===== config.mk =====
export PLATFORM = sky130hd
export DESIGN_NAME = upstream_write_arbiter_flat
export DESIGN_NICKNAME = d
export VERILOG_FILES = /design/src/rtl/upstream_write_arbiter_if.sv /design/src/rtl/upstream_write_arbiter.sv /design/src/flat_wrapper.sv
export SDC_FILE = /design/constraint.sdc
export NUM_CORES = 1
export LEC_CHECK = 0
export ABC_AREA = 1
export BUFFER_PORTS_ARGS = -buffer_cell sky130_fd_sc_hd__buf_2
export CORE_MARGIN = 2
export CORE_UTILIZATION = 30
export CTS_CLUSTER_SIZE = 24
export DETAILED_ROUTE_END_ITERATION = 8
export GPL_ROUTABILITY_DRIVEN = 1
export PLACE_DENSITY = 0.68
export SLEW_MARGIN = 25
export SYNTH_ARGS = -nofsm -noshare
export SYNTH_HDL_FRONTEND = slang
export SYNTH_SLANG_ARGS = --single-unit

===== constraint.sdc =====
create_clock -name clk -period 4.4 [get_ports clk]
set_clock_uncertainty 0.05 [all_clocks]
set_input_delay 0.88 -clock clk [delete_from_list [all_inputs] [get_ports clk]]
set_output_delay 0.88 -clock clk [all_outputs]
set_load 0.02 [all_outputs]

===== src/rtl/upstream_write_arbiter_if.sv =====
// Request/memory bus for upstream_write_arbiter: two write requesters on one side,
// the upstream limit memory on the other.
interface upstream_write_arbiter_if #(
   parameter int IDX_W  = 7,
   parameter int DATA_W = 32
);
   logic [1:0]          req_valid;
   logic [2*IDX_W-1:0]  req_index;
   logic [2*DATA_W-1:0] req_data;
   logic [1:0]          req_change_max;
   logic [1:0]          req_ready;
   logic [1:0]          req_done;
   logic [1:0]          req_err;

   logic                mem_rw;
   logic [IDX_W-1:0]    mem_index;
   logic [DATA_W-1:0]   mem_data;
   logic                mem_change_max;
   logic                mem_written;

   // slave: the arbiter itself
   modport slave (
      input  req_valid, req_index, req_data, req_change_max, mem_written,
      output req_ready, req_done, req_err,
      output mem_rw, mem_index, mem_data, mem_change_max
   );

   // master: the requesters plus the memory
   modport master (
      output req_valid, req_index, req_data, req_change_max, mem_written,
      input  req_ready, req_done, req_err,
      input  mem_rw, mem_index, mem_data, mem_change_max
   );
endinterface


===== src/rtl/upstream_write_arbiter.sv =====
// Round-robin arbiter for two write requesters sharing one upstream memory port.
// Optional WAIT-state abort timer enabled with macro ARB_TIMEOUT_EN.
//
// state   | meaning
// --------+-------------------------------------------------------------
// S_IDLE  | no transaction; grant a valid requester and latch its write
// S_ISSUE | mem_rw raised, seen_low cleared
// S_WAIT  | mem_rw held until mem_written goes low then high (or timeout)
// S_DONE  | mem_rw dropped, req_done pulsed to the granted requester
module upstream_write_arbiter #(
   parameter int IDX_W   = 7,
   parameter int DATA_W  = 32,
   parameter int TIMEOUT = 15
) (
   input  logic                      clk,
   input  logic                      rst,
   upstream_write_arbiter_if.slave   bus,
   output logic                      busy
);

   typedef enum logic [1:0] {
      S_IDLE  = 2'd0,
      S_ISSUE = 2'd1,
      S_WAIT  = 2'd2,
      S_DONE  = 2'd3
   } state_t;

   if (TIMEOUT < 1) begin : g_tmo_chk
      $error("TIMEOUT must be at least 1");
   end

   state_t              r_state;
   state_t              w_state_nxt;
   logic                r_last_grant;
   logic                r_gnt;
   logic                w_gnt;
   logic                r_seen_low;
   logic                w_seen_low_nxt;
   logic                w_accept;
   logic                w_abort;
   logic                w_mem_rw;
   logic [1:0]          w_ready;
   logic [1:0]          w_done;

   logic [IDX_W-1:0]    r_mem_index;
   logic [DATA_W-1:0]   r_mem_data;
   logic                r_mem_change_max;
   logic [IDX_W-1:0]    w_sel_index;
   logic [DATA_W-1:0]   w_sel_data;
   logic                w_sel_change_max;

   // Round-robin: a lone request always wins, contention goes to the other side.
   always_comb begin
      w_gnt = r_last_grant;
      case (bus.req_valid)
         2'b01:   w_gnt = 1'b0;
         2'b10:   w_gnt = 1'b1;
         2'b11:   w_gnt = ~r_last_grant;
         default: w_gnt = r_last_grant;
      endcase
   end

   assign w_sel_index      = w_gnt ? bus.req_index[2*IDX_W-1:IDX_W]   : bus.req_index[IDX_W-1:0];
   assign w_sel_data       = w_gnt ? bus.req_data[2*DATA_W-1:DATA_W]  : bus.req_data[DATA_W-1:0];
   assign w_sel_change_max = w_gnt ? bus.req_change_max[1]            : bus.req_change_max[0];

`ifdef ARB_TIMEOUT_EN
   localparam int CNT_W = $clog2(TIMEOUT + 1);

   logic [CNT_W-1:0]    r_tmo_cnt;

   always_ff @(posedge clk) begin
      if (rst) begin
         r_tmo_cnt <= '0;
      end else if (r_state == S_ISSUE) begin
         r_tmo_cnt <= '0;
      end else if (r_state == S_WAIT) begin
         r_tmo_cnt <= r_tmo_cnt + 1'b1;
      end
   end

   // Abort on the TIMEOUT-th WAIT cycle unless that same cycle completes the write.
   assign w_abort = (r_state == S_WAIT)
                  && !(r_seen_low && bus.mem_written)
                  && (r_tmo_cnt == CNT_W'(TIMEOUT - 1));
   assign bus.req_err = (!rst && w_abort) ? (2'b01 << r_gnt) : 2'b00;
`else
   assign w_abort     = 1'b0;
   assign bus.req_err = 2'b00;
`endif

   always_comb begin
      w_state_nxt    = r_state;
      w_seen_low_nxt = r_seen_low;
      w_accept       = 1'b0;
      w_mem_rw       = 1'b0;
      w_ready        = 2'b00;
      w_done         = 2'b00;
      case (r_state)
         S_IDLE: begin
            if (|bus.req_valid) begin
               w_accept    = 1'b1;
               w_ready     = 2'b01 << w_gnt;
               w_state_nxt = S_ISSUE;
            end
         end
         S_ISSUE: begin
            w_mem_rw       = 1'b1;
            w_seen_low_nxt = 1'b0;
            w_state_nxt    = S_WAIT;
         end
         S_WAIT: begin
            if (w_abort) begin
               w_state_nxt = S_IDLE;
            end else begin
               w_mem_rw = 1'b1;
               // A high level before any low is the previous write's ack.
               if (!bus.mem_written) begin
                  w_seen_low_nxt = 1'b1;
               end else if (r_seen_low) begin
                  w_state_nxt = S_DONE;
               end
            end
         end
         S_DONE: begin
            w_done      = 2'b01 << r_gnt;
            w_state_nxt = S_IDLE;
         end
         default: begin
            w_state_nxt = S_IDLE;
         end
      endcase
   end

   always_ff @(posedge clk) begin
      if (rst) begin
         r_state          <= S_IDLE;
         r_last_grant     <= 1'b1;
         r_gnt            <= 1'b0;
         r_seen_low       <= 1'b0;
         r_mem_index      <= '0;
         r_mem_data       <= '0;
         r_mem_change_max <= 1'b0;
      end else begin
         r_state    <= w_state_nxt;
         r_seen_low <= w_seen_low_nxt;
         if (w_accept) begin
            r_last_grant     <= w_gnt;
            r_gnt            <= w_gnt;
            r_mem_index      <= w_sel_index;
            r_mem_data       <= w_sel_data;
            r_mem_change_max <= w_sel_change_max;
         end
      end
   end

   // Pulses are suppressed while rst is high so an aborted transaction never reports.
   assign bus.req_ready      = rst ? 2'b00 : w_ready;
   assign bus.req_done       = rst ? 2'b00 : w_done;
   assign bus.mem_rw         = w_mem_rw;
   assign bus.mem_index      = r_mem_index;
   assign bus.mem_data       = r_mem_data;
   assign bus.mem_change_max = r_mem_change_max;
   assign busy               = (r_state != S_IDLE);

endmodule


===== src/flat_wrapper.sv =====
// flat-port wrapper written by rule: the top's interface ports become plain ports
module upstream_write_arbiter_flat 
#(
   parameter int IDX_W   = 7,
   parameter int DATA_W  = 32,
   parameter int TIMEOUT = 15
)
  (clk, rst, busy, bus_req_valid, bus_req_index, bus_req_data, bus_req_change_max, bus_mem_written, bus_req_ready, bus_req_done, bus_req_err, bus_mem_rw, bus_mem_index, bus_mem_data, bus_mem_change_max);
  upstream_write_arbiter_if #(.IDX_W(IDX_W), .DATA_W(DATA_W)) bus_i ();
  input  logic clk;
  input  logic rst;
  output logic busy;
  input wire logic [$bits(bus_i.req_valid)-1:0] bus_req_valid;
  input wire logic [$bits(bus_i.req_index)-1:0] bus_req_index;
  input wire logic [$bits(bus_i.req_data)-1:0] bus_req_data;
  input wire logic [$bits(bus_i.req_change_max)-1:0] bus_req_change_max;
  input wire logic [$bits(bus_i.mem_written)-1:0] bus_mem_written;
  output wire logic [$bits(bus_i.req_ready)-1:0] bus_req_ready;
  output wire logic [$bits(bus_i.req_done)-1:0] bus_req_done;
  output wire logic [$bits(bus_i.req_err)-1:0] bus_req_err;
  output wire logic [$bits(bus_i.mem_rw)-1:0] bus_mem_rw;
  output wire logic [$bits(bus_i.mem_index)-1:0] bus_mem_index;
  output wire logic [$bits(bus_i.mem_data)-1:0] bus_mem_data;
  output wire logic [$bits(bus_i.mem_change_max)-1:0] bus_mem_change_max;
  assign bus_i.req_valid = bus_req_valid;
  assign bus_i.req_index = bus_req_index;
  assign bus_i.req_data = bus_req_data;
  assign bus_i.req_change_max = bus_req_change_max;
  assign bus_i.mem_written = bus_mem_written;
  assign bus_req_ready = bus_i.req_ready;
  assign bus_req_done = bus_i.req_done;
  assign bus_req_err = bus_i.req_err;
  assign bus_mem_rw = bus_i.mem_rw;
  assign bus_mem_index = bus_i.mem_index;
  assign bus_mem_data = bus_i.mem_data;
  assign bus_mem_change_max = bus_i.mem_change_max;
  upstream_write_arbiter #(.IDX_W(IDX_W), .DATA_W(DATA_W), .TIMEOUT(TIMEOUT)) u_core (.clk(clk), .rst(rst), .bus(bus_i), .busy(busy));
endmodule

[Word level (Yosys, flattened, before mapping)]
Cells that the tools add are included.
Word-level totals
  register bits: 45
  bits in latches: 0
  bits in writable memories: 0
  ROM bits: 0
  output and inout bits: 48
  memories: 0
Cells by class
  add/subtract/negate cells: 0
  multipliers: 0
  div/mod/pow operators: 0
  $lt $le $gt $ge: 0
  eq/ne operators: 10
  shift operators: 2
  mux-type cells: 18
  bitwise logic cells: 1
  reduce and logical (&&, ||, !) cells: 7
Operator list (number)
  32-bit two-way mux: 1
  2-bit two-way mux: 8
  2-bit equality test, second input constant: 4
  2-bit case mux with 4 select lines: 1
  7-bit two-way mux: 1
  1-bit two-way mux: 5
  2-bit by 1-bit equality test with 1-bit output, second input constant: 2
  2-bit by 1-bit inequality test with 1-bit output, second input constant: 2
  2-bit inequality test, second input constant: 2
  2-bit nonzero test: 2
  2-bit OR reduction: 2
  1-bit by 1-bit << shifter with 2-bit output, first input constant: 2
  1-bit case mux with 3 select lines: 1
  3-bit AND reduction: 1
  2-bit zero test: 1
  1-bit case mux with 2 select lines: 1
  2-bit AND reduction: 1
  1-bit NOT: 1

[Depth between registers and ports, before layout]
  depth in word-level cells: 6
  mapped depth: 9
  mapped depth without buffers: 8

[Worst setup path after synthesis]
Ideal clock, no wire load.
  path kind: input to output
  from: in rst
  to: out bus_req_ready[1]
  arrival: 1.665 ns
  data required time: 3.470 ns
  setup slack: 1.805 ns
  stages on the path: 5
  path buffers: 2
  cell sequence: clkbuf_1 > inv_2 > clkbuf_1 > nand2_1 > inv_1
Between the ends
  cells in the longest elaborated chain, start to end: 1
RTL lines
  start: declaration: line flat_wrapper.sv:11  | input logic rst;
  2-bit two-way mux: line upstream_write_arbiter.sv:158  | assign bus.req_ready = rst ? 2'b00 : w_ready;
  end: declaration: line flat_wrapper.sv:18  | output wire logic [$bits(bus_i.req_ready)-1:0] bus_req_ready;
Every way passes these cells.

[Worst setup path after layout]
  from: in bus_req_valid[1]
  to: out bus_req_ready[1]
Between the ends
  cells in the longest elaborated chain, start to end: 6
  elaborated cells between the ends (all ways): 9
  classes of those cells: eq/ne: 3; shift: 1; mux: 4; reduce/logical: 1
RTL lines
  start: declaration: line flat_wrapper.sv:13  | input wire logic [$bits(bus_i.req_valid)-1:0] bus_req_valid;
  2-bit equality test / 2-bit by 1-bit equality test with 1-bit output (equally long branches): line upstream_write_arbiter.sv:55  | case (bus.req_valid)
  1-bit case mux with 3 select lines: line upstream_write_arbiter.sv:55
  1-bit by 1-bit << shifter with 2-bit output: line upstream_write_arbiter.sv:103  | w_ready = 2'b01 << w_gnt;
  2-bit two-way mux (*): line upstream_write_arbiter.sv:101  | if (|bus.req_valid) begin
  2-bit two-way mux (*): line upstream_write_arbiter.sv:99  | case (r_state)
  2-bit two-way mux (*): line upstream_write_arbiter.sv:158
Every way passes the cells marked *; elsewhere a longest branch is shown, timed or not.

==> impl_metrics.py <==
metrics = {
    "critical_path": {
        "worstPathRequired_ns": 3.47,
        "worst_setup_path_start_kind": "input pin",
        "r2r_slack_ns": 2.36,
        "cp_max_fo": 22,
        "worst_r2r_endpoint": "u_core.bus.mem_index[3]$_SDFFE_PP0P_",
        "reg2reg_from": "u_core.r_state[0]$_SDFFE_PP0P_",
        "crit_type": "in2out",
        "worst_ep_arrival_time_ns": 2.36,
        "reg2reg_depth": 9,
        "endpoint_kind": "output port",
    },
    "place": {
        "gp_congestion": 0.702,
        "hpwlAfterDp_um": 4300,
        "portBuffers": 130,
    },
    "global_route": {
        "grt_pass1_wl_um": 9140,
        "grt_max_degree": 62,
        "grt_pass1_vias": 2099,
        "antenna_found_initial": 0,
        "grt_overflow": 0,
        "track_usage_pct": 14.5,
    },
    "route": {
        "dr.pass1.iters": 4,
        "ant_nets": 0,
        "wire_per_inst_um": 11.0,
        "drc": 0,
        "vias": 2425,
        "drtIter0Drc": 72,
        "vias_per_cell": 4.52,
        "drt_wl_total_um": 5880,
    },
    "synth": {
        "yosysSeqAreaShare_pct": 41.5,
        "netlist_top_cells_area": "dfxtp_1 (42%), nand3_1 (27%), nand2_1 (12%)",
        "ys_ff_latch": 45,
        "netlist_area_mm2": 0.00217,
        "synth_top_area_share_pct": 41.5,
        "yosys.area.top_type": "dfxtp_1",
        "syn_area_per_cell_um2": 6.82,
        "synth_cell_types": 19,
        "yosysWarnings": 0,
        "syn_inst": 318,
    },
    "layout": {
        "final_layout_size_suffix_gt1_share_pct": 34.3,
        "areaGrowthSynthToFinish_pct": 37.2,
        "diodes": 0,
        "fillers": 793,
        "mostFrequentLayoutCells": "buf_2 (130), nand3_1 (119), nand2_1 (70)",
        "nets": 527,
        "final_common_cell": "buf_2",
    },
    "sta": {
        "final.period_utilization_pct": 74.8,
        "tightest_slew_ns": 0.921,
        "setup_viol": 0,
        "finalMaxSlewViolations": 0,
        "rsz0062_at_grt": "no",
        "max_freq_mhz": 304,
        "fin_crit_ns": 3.29,
        "setup-tns-final_ns": 0,
        "hold_viol": 0,
        "slew_headroom_pct": 38.6,
    },
    "power_and_ir_drop": {
        "finalPower_mw": 1.68,
        "irDropWorstVdd_mv": 0.211,
        "p_leak_nw": 1.68,
        "power_density_mw_per_mm2": 565,
    },
    "die": {
        "die_w_um": 89.0,
        "die_area_mm2": 0.00793,
        "num_rows": 31,
        "start_util_pct": 30.4,
        "core_mm2": 0.00714,
        "ios": 133,
        "die_h_um": 89.0,
    },
    "worst_hold_path": {
        "hold_path_end": "u_core.r_seen_low$_SDFFE_PP0P_",
        "holdPathStages": 2,
        "min_from": "u_core.r_seen_low$_SDFFE_PP0P_",
        "min_path_type": "reg2reg",
    },
    "cts": {
        "holdBufCountCts": 0,
        "clockRootBuffer": "clkbuf_8",
        "cts_tree": "built",
        "htree_levels": 2,
        "post-cts-setup-buffers": 0,
        "cts.sinks": 45,
        "clk_pin_slew_ns": 0.08,
        "clockBufferDepth": 2,
        "cts_resized": 0,
        "cts_buffers": 5,
        "clock_latency_ns": 0.29,
    },
    "run": {
        "max_cap_violations": 0,
    },
    "outcome": {
        "outcome": "complete, no violations",
    },
}
## logic make-up after synthesis
logic type,synth area share (%)
flops,41.5
compound gates,1.96
simple gates,42.3
fa+ha+maj,2.88
other cells,0.173
buf+inv,11.1
## flip-flops by register name, summed over array words and instances, names as in the netlist
register,count
u_core.r_state,2
u_core.r_gnt,1
u_core.bus.mem_index,7
u_core.bus.mem_change_max,1
u_core.bus.mem_data,32
u_core.r_last_grant,1
u_core.r_seen_low,1
## cell usage after synthesis
| master | number |
|---|---|
| ha_1 | 5 |
| o21ai_1 | 2 |
| buf_4 | 4 |
| nand3_1 | 119 |
| nand2_1 | 70 |
| nor3_1 | 3 |
| dfxtp_1 | 45 |
| buf_1 | 2 |
| inv_2 | 2 |
| conb_1 | 1 |
| clkbuf_1 | 9 |
| o21ai_0 | 3 |
| a21oi_1 | 2 |
| inv_1 | 30 |
| nor2_2 | 2 |
| or2_2 | 1 |
| buf_2 | 10 |
| o31ai_1 | 1 |
| nor2_1 | 7 |
## metal layers
| metal | wire, um | track usage [%] | share of wire, % |
|---|---|---|---|
| met1 | 2560 | 18.3 | 44 |
| met2 | 2850 | 25.2 | 48 |
| met3 | 454 | 3.42 | 7.7 |
| met4 | 18 | 3.39 | 0.31 |
| met5 | 0 | 0 | 0 |
## metrics by stage
stage / util (%) / worst slack [ns] / cells / hold WS (ns) / cell area [um^2]
global route: 41.7 / 0.960 / 536 / 0.456 / 2980
floorplan: - / 1.81 / 319 / 0.400 / 2170
global placement: 40.5 / 1.09 / 529 / 0.413 / 2890
finish: 41.7 / 1.11 / 536 / 0.432 / 2980
CTS: 41.7 / 1.06 / 536 / 0.433 / 2980
detailed placement: 40.5 / 1.06 / 529 / 0.421 / 2890
## worst max-delay path, cell delays in order
cell and delay, ns:
buf_2 0.13, o21ai_2 0.71, nor2_1 0.11, buf_4 0.24, nand2_1 0.10, inv_1 0.04
buf_2 0.15
## how the worst max path moves through the flow
| stage | end | startpoint | depth (start not counted) | slack (ns) |
|---|---|---|---|---|
| floorplan | bus_req_ready[1] | rst | 5 | 1.81 |
| global placement | bus_req_ready[1] | bus_req_valid[1] | 7 | 1.09 |
| detailed placement | bus_req_ready[1] | bus_req_valid[1] | 7 | 1.06 |
| CTS | bus_req_ready[1] | bus_req_valid[1] | 7 | 1.06 |
| global route | bus_req_ready[1] | bus_req_valid[1] | 7 | 0.96 |
| finish | bus_req_ready[1] | bus_req_valid[1] | 7 | 1.11 |
## power breakdown
part,internal (mW),switching (mW)
registers,0.523,0.0628
logic,0.280,0.562
clock network,0.125,0.129
total,0.928,0.754
## final cells by class
cell class / count / area [um^2] / area share [%]
Clock buffer: 7 / 86.3 / 2.90
Inverter: 32 / 120 / 4.04
Multi-Input combinational cell: 217 / 1050 / 35.3
Sequential cell: 45 / 901 / 30.3
Tap cell: 99 / 124 / 4.16
Timing Repair Buffer: 136 / 696 / 23.4
(Power assumes the default switching activity.)
